$ cat src/rtl/bp_pkg.sv
// ---------------------------------------------------------------------------
// bp_pkg: 2-bit saturating counter type, states and helpers for predictors
// Revision: 1.0
// ---------------------------------------------------------------------------
`default_nettype none

package bp_pkg;

  typedef logic [1:0] ctr2_t;

  localparam ctr2_t SNT = 2'd0;
  localparam ctr2_t WNT = 2'd1;
  localparam ctr2_t WT  = 2'd2;
  localparam ctr2_t ST  = 2'd3;

  function automatic ctr2_t sat_inc(input ctr2_t c);
    return (c == ST) ? ST : ctr2_t'(c + 2'd1);
  endfunction

  function automatic ctr2_t sat_dec(input ctr2_t c);
    return (c == SNT) ? SNT : ctr2_t'(c - 2'd1);
  endfunction

endpackage

`default_nettype wire

$ cat src/rtl/btb_array.sv
// ---------------------------------------------------------------------------
// btb_array: direct-mapped tagged BTB, two combinational reads, one sync write
// Revision: 1.0
// ---------------------------------------------------------------------------
`default_nettype none

module btb_array #(
  parameter int PC_W  = 5,
  parameter int IDX_W = 2
) (
  input  logic                  clk,
  input  logic                  rst,
  input  logic [IDX_W-1:0]      lk_idx,
  output logic                  lk_valid,
  output logic [PC_W-IDX_W-1:0] lk_tag,
  output logic [PC_W-1:0]       lk_target,
  input  logic [IDX_W-1:0]      up_idx,
  output logic                  up_valid,
  output logic [PC_W-IDX_W-1:0] up_tag,
  output logic [PC_W-1:0]       up_target,
  input  logic                  wr_en,
  input  logic [IDX_W-1:0]      wr_idx,
  input  logic [PC_W-IDX_W-1:0] wr_tag,
  input  logic [PC_W-1:0]       wr_target
);

  localparam int N     = 2 ** IDX_W;
  localparam int TAG_W = PC_W - IDX_W;

  logic             r_valid  [N];
  logic [TAG_W-1:0] r_tag    [N];
  logic [PC_W-1:0]  r_target [N];

  assign lk_valid  = r_valid[lk_idx];
  assign lk_tag    = r_tag[lk_idx];
  assign lk_target = r_target[lk_idx];
  assign up_valid  = r_valid[up_idx];
  assign up_tag    = r_tag[up_idx];
  assign up_target = r_target[up_idx];

  always_ff @(posedge clk) begin
    if (rst) begin
      for (int i = 0; i < N; i++) begin
        r_valid[i]  <= 1'b0;
        r_tag[i]    <= '0;
        r_target[i] <= '0;
      end
    end else if (wr_en) begin
      r_valid[wr_idx]  <= 1'b1;
      r_tag[wr_idx]    <= wr_tag;
      r_target[wr_idx] <= wr_target;
    end
  end

endmodule

`default_nettype wire

$ cat src/rtl/gshare_btb_predictor.sv
// ---------------------------------------------------------------------------
// gshare_btb_predictor: gshare PHT + tagged BTB with registered lookup and stats
// Revision: 1.0
// ---------------------------------------------------------------------------
`default_nettype none

module gshare_btb_predictor
  import bp_pkg::*;
#(
  parameter int PC_W   = 5,
  parameter int IDX_W  = 2,
  parameter int HIST_W = 2,
  parameter int PC_INC = 4,
  parameter int CNT_W  = 8
) (
  input  logic              clk,
  input  logic              rst,
  input  logic              pred_valid,
  input  logic [PC_W-1:0]   pred_pc,
  output logic              pred_out_valid,
  output logic              pred_taken,
  output logic [PC_W-1:0]   pred_target,
  input  logic              upd_valid,
  input  logic [PC_W-1:0]   upd_pc,
  input  logic [PC_W-1:0]   upd_next_pc,
  output logic [CNT_W-1:0]  correct_cnt,
  output logic [CNT_W-1:0]  total_cnt
);

  localparam int             TAG_W = PC_W - IDX_W;
  localparam int             PHT_N = 2 ** HIST_W;
  localparam logic [PC_W-1:0] C_INC = PC_W'(PC_INC);

  ctr2_t             r_pht [PHT_N];
  logic [HIST_W-1:0] r_ghr;
  logic [HIST_W-1:0] w_ghr_next;

  logic              w_lk_valid, w_up_valid;
  logic [TAG_W-1:0]  w_lk_tag, w_up_tag;
  logic [PC_W-1:0]   w_lk_btb_tgt, w_up_btb_tgt;

  logic [HIST_W-1:0] w_lk_pidx, w_up_pidx;
  logic              w_lk_taken, w_up_taken, w_actual_taken, w_correct;
  logic [PC_W-1:0]   w_lk_target, w_up_target, w_up_fall;

  btb_array #(.PC_W(PC_W), .IDX_W(IDX_W)) u_btb (
    .clk       (clk),
    .rst       (rst),
    .lk_idx    (pred_pc[IDX_W-1:0]),
    .lk_valid  (w_lk_valid),
    .lk_tag    (w_lk_tag),
    .lk_target (w_lk_btb_tgt),
    .up_idx    (upd_pc[IDX_W-1:0]),
    .up_valid  (w_up_valid),
    .up_tag    (w_up_tag),
    .up_target (w_up_btb_tgt),
    .wr_en     (upd_valid && w_actual_taken),
    .wr_idx    (upd_pc[IDX_W-1:0]),
    .wr_tag    (upd_pc[PC_W-1:IDX_W]),
    .wr_target (upd_next_pc)
  );

  // Lookup and update both evaluate the same prediction on pre-edge state.
  assign w_lk_pidx   = pred_pc[HIST_W-1:0] ^ r_ghr;
  assign w_lk_taken  = w_lk_valid && (w_lk_tag == pred_pc[PC_W-1:IDX_W]) && r_pht[w_lk_pidx][1];
  assign w_lk_target = w_lk_taken ? w_lk_btb_tgt : pred_pc + C_INC;

  assign w_up_pidx      = upd_pc[HIST_W-1:0] ^ r_ghr;
  assign w_up_fall      = upd_pc + C_INC;
  assign w_up_taken     = w_up_valid && (w_up_tag == upd_pc[PC_W-1:IDX_W]) && r_pht[w_up_pidx][1];
  assign w_up_target    = w_up_taken ? w_up_btb_tgt : w_up_fall;
  assign w_actual_taken = (upd_next_pc != w_up_fall);
  assign w_correct      = (w_up_target == upd_next_pc);

  generate
    if (HIST_W == 1) begin : g_ghr_one
      assign w_ghr_next = w_actual_taken;
    end else begin : g_ghr_shift
      assign w_ghr_next = {r_ghr[HIST_W-2:0], w_actual_taken};
    end
  endgenerate

  always_ff @(posedge clk) begin
    if (rst) begin
      pred_out_valid <= 1'b0;
      pred_taken     <= 1'b0;
      pred_target    <= '0;
    end else begin
      pred_out_valid <= pred_valid;
      if (pred_valid) begin
        pred_taken  <= w_lk_taken;
        pred_target <= w_lk_target;
      end
    end
  end

  always_ff @(posedge clk) begin
    if (rst) begin
      r_ghr       <= '0;
      correct_cnt <= '0;
      total_cnt   <= '0;
      for (int i = 0; i < PHT_N; i++) r_pht[i] <= SNT;
    end else if (upd_valid) begin
      r_ghr            <= w_ghr_next;
      r_pht[w_up_pidx] <= w_actual_taken ? sat_inc(r_pht[w_up_pidx]) : sat_dec(r_pht[w_up_pidx]);
      if (total_cnt != {CNT_W{1'b1}}) total_cnt <= total_cnt + CNT_W'(1);
      if (w_correct && (correct_cnt != {CNT_W{1'b1}})) correct_cnt <= correct_cnt + CNT_W'(1);
    end
  end

endmodule

`default_nettype wire

$ cat config.mk
export PLATFORM = sky130hd
export DESIGN_NAME = gshare_btb_predictor
export DESIGN_NICKNAME = d
export VERILOG_FILES = /design/src/rtl/bp_pkg.sv /design/src/rtl/btb_array.sv /design/src/rtl/gshare_btb_predictor.sv
export SDC_FILE = /design/constraint.sdc
export NUM_CORES = 1
export LEC_CHECK = 0
export BUFFER_PORTS_ARGS = -buffer_cell sky130_fd_sc_hd__buf_2
export CAP_MARGIN = 10
export CORE_UTILIZATION = 35
export CTS_CLUSTER_SIZE = 10
export DETAILED_ROUTE_END_ITERATION = 12
export PLACE_DENSITY = 0.62
export SLEW_MARGIN = 30
export SYNTH_ARGS = -nofsm -noshare
export SYNTH_HDL_FRONTEND = slang
export SYNTH_SLANG_ARGS = --single-unit
export TNS_END_PERCENT = 30
$ cat constraint.sdc
create_clock -name clk -period 5 [get_ports clk]
set_clock_uncertainty 0.15 [all_clocks]
set_input_delay 0.5 -clock clk [delete_from_list [all_inputs] [get_ports clk]]
set_output_delay 0.5 -clock clk [all_outputs]
set_load 0.01 [all_outputs]
==> flow_summary.toml <==
[synth]
yosys.area_share.xor_xnor = 0.06111
synth_cell_types = 47
postSynthCellCount = 329
synth_edf_count = 44
synth-compound-area-share = 0.04967
cell_area_after_synthesis_um2 = 3829
synth_area_per_cell_um2 = 11.64
synthTopCellsByArea = "sky130_fd_sc_hd__edfxtp_1, sky130_fd_sc_hd__dfxtp_1, sky130_fd_sc_hd__mux4_2"
synth-adder-area-share = 0.01830
ys_seq_area_frac = 0.4758
largest_family_of_logic_cells_by_synthesized_area = "simple AND/OR/NAND/NOR gates"
post-synth-top-area-cell = "sky130_fd_sc_hd__edfxtp_1"
yosysWarningCount = 0
synthesis.nets = 352
synth_top_flop_cell = "sky130_fd_sc_hd__edfxtp_1"
synth.mux.area_fraction = 0.1585
synth-simple-area-share = 0.2105
synth_async_sr_flop_share = 0
post-synth-top-area-fraction = 0.3451
synth.ff_latch_count = 69

[clocking]
cts_root_buf = "sky130_fd_sc_hd__clkbuf_8"
post_cts.repair.setup_buffers = 0
worst_skew_pair.late_latency_ns = 0.36
clock_tree.htree_level_count = 3
cts_hold_repair.buffers = 0
post_cts_resized = 0
cts_sinks = 69
tritoncts = "yes"
tritoncts.num_buffers = 9
cts_buffer_depth = 2
clock_pin_slew_on_the_worst_setup_and_hold_paths_ns = 0.08

[sta]
max_slew_margin = 0.3919
grt_setup_unrepaired = "false"
fin_crit_ns = 3.219
timing_worst_slew_pin_value_ns = 0.9103
timing.final.max_slew_violations = 0
post-route-period-util = 0.6438
fmaxAchievable_mhz = 310.7
finish_stage_setup_viols = 0
hold_viol = 0
timing.setup.tns_ns = 0

[outcome]
run_status = "finished, final reports clean"

[worst_setup_path]
highest_fanout_seen_on_the_critical_path = 15
critical_path.n_buffers_inverters = 1
critical_path.startpoint = "upd_pc[0]"
crit_type = "primary input to register"
cp-start-kind = "primary input"
critical_path_arrival_ns = 3.31
crit_chain = "buf_2 > mux4_1 > xnor2_2 > nand3_4 > or4_4 > and2_1 > nor4_1 > mux2_2"
rr_startpoint = "u_btb.r_tag[2][2]"
worst_path_dominant_cell_family = "simple AND/OR/NAND/NOR gates"
end_kind = "register"
crit_required_ns = 5.10
timing.critical_path.slowest_cell_delay_ns = 0.65
critical_path.slowest_cell = "sky130_fd_sc_hd__mux4_1"

[floorplan]
initial_utilization = 0.3659
die_w_um = 106.6
die_height_um = 106.6
placementRows = 37
pin_count = 42
placeableCoreArea_um2 = 10460
design.die.area_um2 = 11360

[grt]
antenna_violations_before_repair = 0
via_count_of_the_first_global_routing_pass = 2647
grt_pass1_wl_mm = 13.91
grt_max_degree = 43
gr-total-overflow = 0
grt_util_all_layers = 0.1618

[place]
gp_routability_congestion = 0.8223
hpwl_after_detailed_placement_mm = 5.988
cell_count_post_placement = 491
port_buffers = 41

[cells_and_area]
syn_to_final_growth_pct = 13.46
final_layout_size_suffix_gt1_frac = 0.2588
finish.cell_count_without_fillers = 507
finalNetCount = 389
multi_input_area_um2 = 1907
sequential_standard_cell_area_um2 = 1822
fillCellCount = 1013
diodes = 0

[hold_path]
min-delay-start = "pred_target[0]"
holdCritPathClass = "register to register"

[power]
power.leakage_nw = 1.674
max-vdd-ir-drop_mv = 0.1125
power.density_nw_per_um2 = 299.2

[routing]
drc = 0
sum_of_routed_wire_length_over_all_layers_mm = 8.474
first_pass_iters = 4
detail-route-antenna-nets = 0
route.detailed.vias_per_inst = 5.195
detail_route.iter0.violations = 170
routed_wirelength_normalized_by_instance_count_um = 16.71
vias = 2634

[job]
timing.max_cap.violations = 0
==> routing by layer <==
layer	vias to the layer above	share of wire	GRT usage
met5	-	0	0
met4	0	0.015	0.05479
met3	11	0.042	0.03343
met2	62	0.49	0.2664
met1	1285	0.46	0.2117
li1	1276	-	-
==> cell usage after synthesis, types with 2 or more instances <==
cell                       count
sky130_fd_sc_hd__nand4_1       6
sky130_fd_sc_hd__nand2b_1      9
sky130_fd_sc_hd__nor4_1        7
sky130_fd_sc_hd__mux2_2        8
sky130_fd_sc_hd__o21a_1        2
sky130_fd_sc_hd__nand2_1      20
sky130_fd_sc_hd__clkbuf_1     13
sky130_fd_sc_hd__mux4_1        3
sky130_fd_sc_hd__and3b_1       2
sky130_fd_sc_hd__ha_1          4
sky130_fd_sc_hd__a21oi_1       5
sky130_fd_sc_hd__inv_1         4
sky130_fd_sc_hd__xor2_1       12
sky130_fd_sc_hd__edfxtp_1     44
sky130_fd_sc_hd__xnor2_1      11
sky130_fd_sc_hd__buf_2         4
sky130_fd_sc_hd__and2_1       27
sky130_fd_sc_hd__or3_1         4
sky130_fd_sc_hd__nor2_1       28
sky130_fd_sc_hd__nor2b_1      12
sky130_fd_sc_hd__nand3_1       7
sky130_fd_sc_hd__mux2i_1      10
sky130_fd_sc_hd__mux4_2       15
sky130_fd_sc_hd__o21ai_0       4
sky130_fd_sc_hd__dfxtp_1      25
sky130_fd_sc_hd__o22ai_1       3
sky130_fd_sc_hd__and3_1        9
sky130_fd_sc_hd__a211oi_1      2
sky130_fd_sc_hd__xnor2_2       2
sky130_fd_sc_hd__nor3b_1       2
sky130_fd_sc_hd__maj3_1        2
sky130_fd_sc_hd__or2_2         6
sky130_fd_sc_hd__a211o_1       3
==> state kept, by name, summed over array words and instances (netlist names) <==
| signal | cells |
|---|---|
| pred_taken | 1 |
| u_btb.r_tag | 12 |
| u_btb.r_valid | 4 |
| r_ghr | 2 |
| correct_cnt | 8 |
| total_cnt | 8 |
| pred_out_valid | 1 |
| r_pht | 8 |
| u_btb.r_target | 20 |
| pred_target | 5 |
==> cell families (layout without fill, tap and decap cells) <==
kind of cell | after synthesis | in the layout
AND/OR/NAND/NOR | 143 | 143
AO/OA/AOI/OAI | 27 | 27
XOR/XNOR | 25 | 25
adder cells (fa/ha/maj) | 6 | 6
buffers and inverters | 23 | 65
flip-flops | 69 | 69
multiplexers | 36 | 36
==> layout by cell type (no fill, tap or decap), drive strengths merged, types with 5 or more instances in the layout <==
| cell | n |
|---|---|
| xnor2 | 13 |
| mux2i | 10 |
| clkinv | 5 |
| nand3 | 8 |
| mux4 | 18 |
| edfxtp | 44 |
| nor2 | 28 |
| mux2 | 8 |
| a21oi | 5 |
| nand2 | 20 |
| or2 | 6 |
| nor4 | 8 |
| and2 | 27 |
| xor2 | 12 |
| and3 | 9 |
| dfxtp | 25 |
| nor2b | 12 |
| nand2b | 9 |
| nand4 | 6 |
| clkbuf | 11 |
| buf | 45 |
==> worst reg2reg max path, cell delays in order (launching register included) <==
cell and delay [ns]:
sky130_fd_sc_hd__edfxtp_1 0.41, sky130_fd_sc_hd__mux4_1 0.55, sky130_fd_sc_hd__xnor2_2 0.20, sky130_fd_sc_hd__nand3_4 0.14, sky130_fd_sc_hd__or4_4 0.54, sky130_fd_sc_hd__and2_1 0.25, sky130_fd_sc_hd__nor4_1 0.33, sky130_fd_sc_hd__mux2_2 0.37
==> through the flow <==
step	total power, mW	hold WS [ns]	util	instance area, um^2	setup slack [ns]
detailed placement	0.8669	0.3233	0.3966	4149	1.392
finish	1.300	0.3276	0.4152	4344	1.781
global placement	0.8634	0.3120	0.3966	4149	1.458
CTS	1.312	0.3337	0.4152	4344	1.776
floorplan	0.8089	0.3434	-	3829	1.811
global route	1.356	0.3568	0.4152	4344	1.613
==> worst paths after layout <==
path,end,slack [ns],cells past startpoint
setup / recovery,correct_cnt[4],1.78,8
hold / removal,pred_target[0],0.33,2
setup reg to reg,correct_cnt[4],1.96,7
hold reg to reg,pred_target[0],0.33,2
==> cell type report <==
class                           count  area share
Clock buffer                       11     0.03744
Clock inverter                      5    0.007488
Inverter                            4    0.003456
Multi-Input combinational cell    237      0.4389
Sequential cell                    69      0.4194
Tap cell                          136     0.03917
Timing Repair Buffer               45     0.05415
==> report_power, final <==
part	internal (mW)	total (mW)	switching, mW	leakage [nW]
sequential	0.641	0.660	0.0190	0.637
combinational	0.0860	0.193	0.107	0.933
clock	0.223	0.447	0.224	0.104
total	0.950	1.30	0.350	1.67
Note: power is estimated with default switching activity, not from simulation.
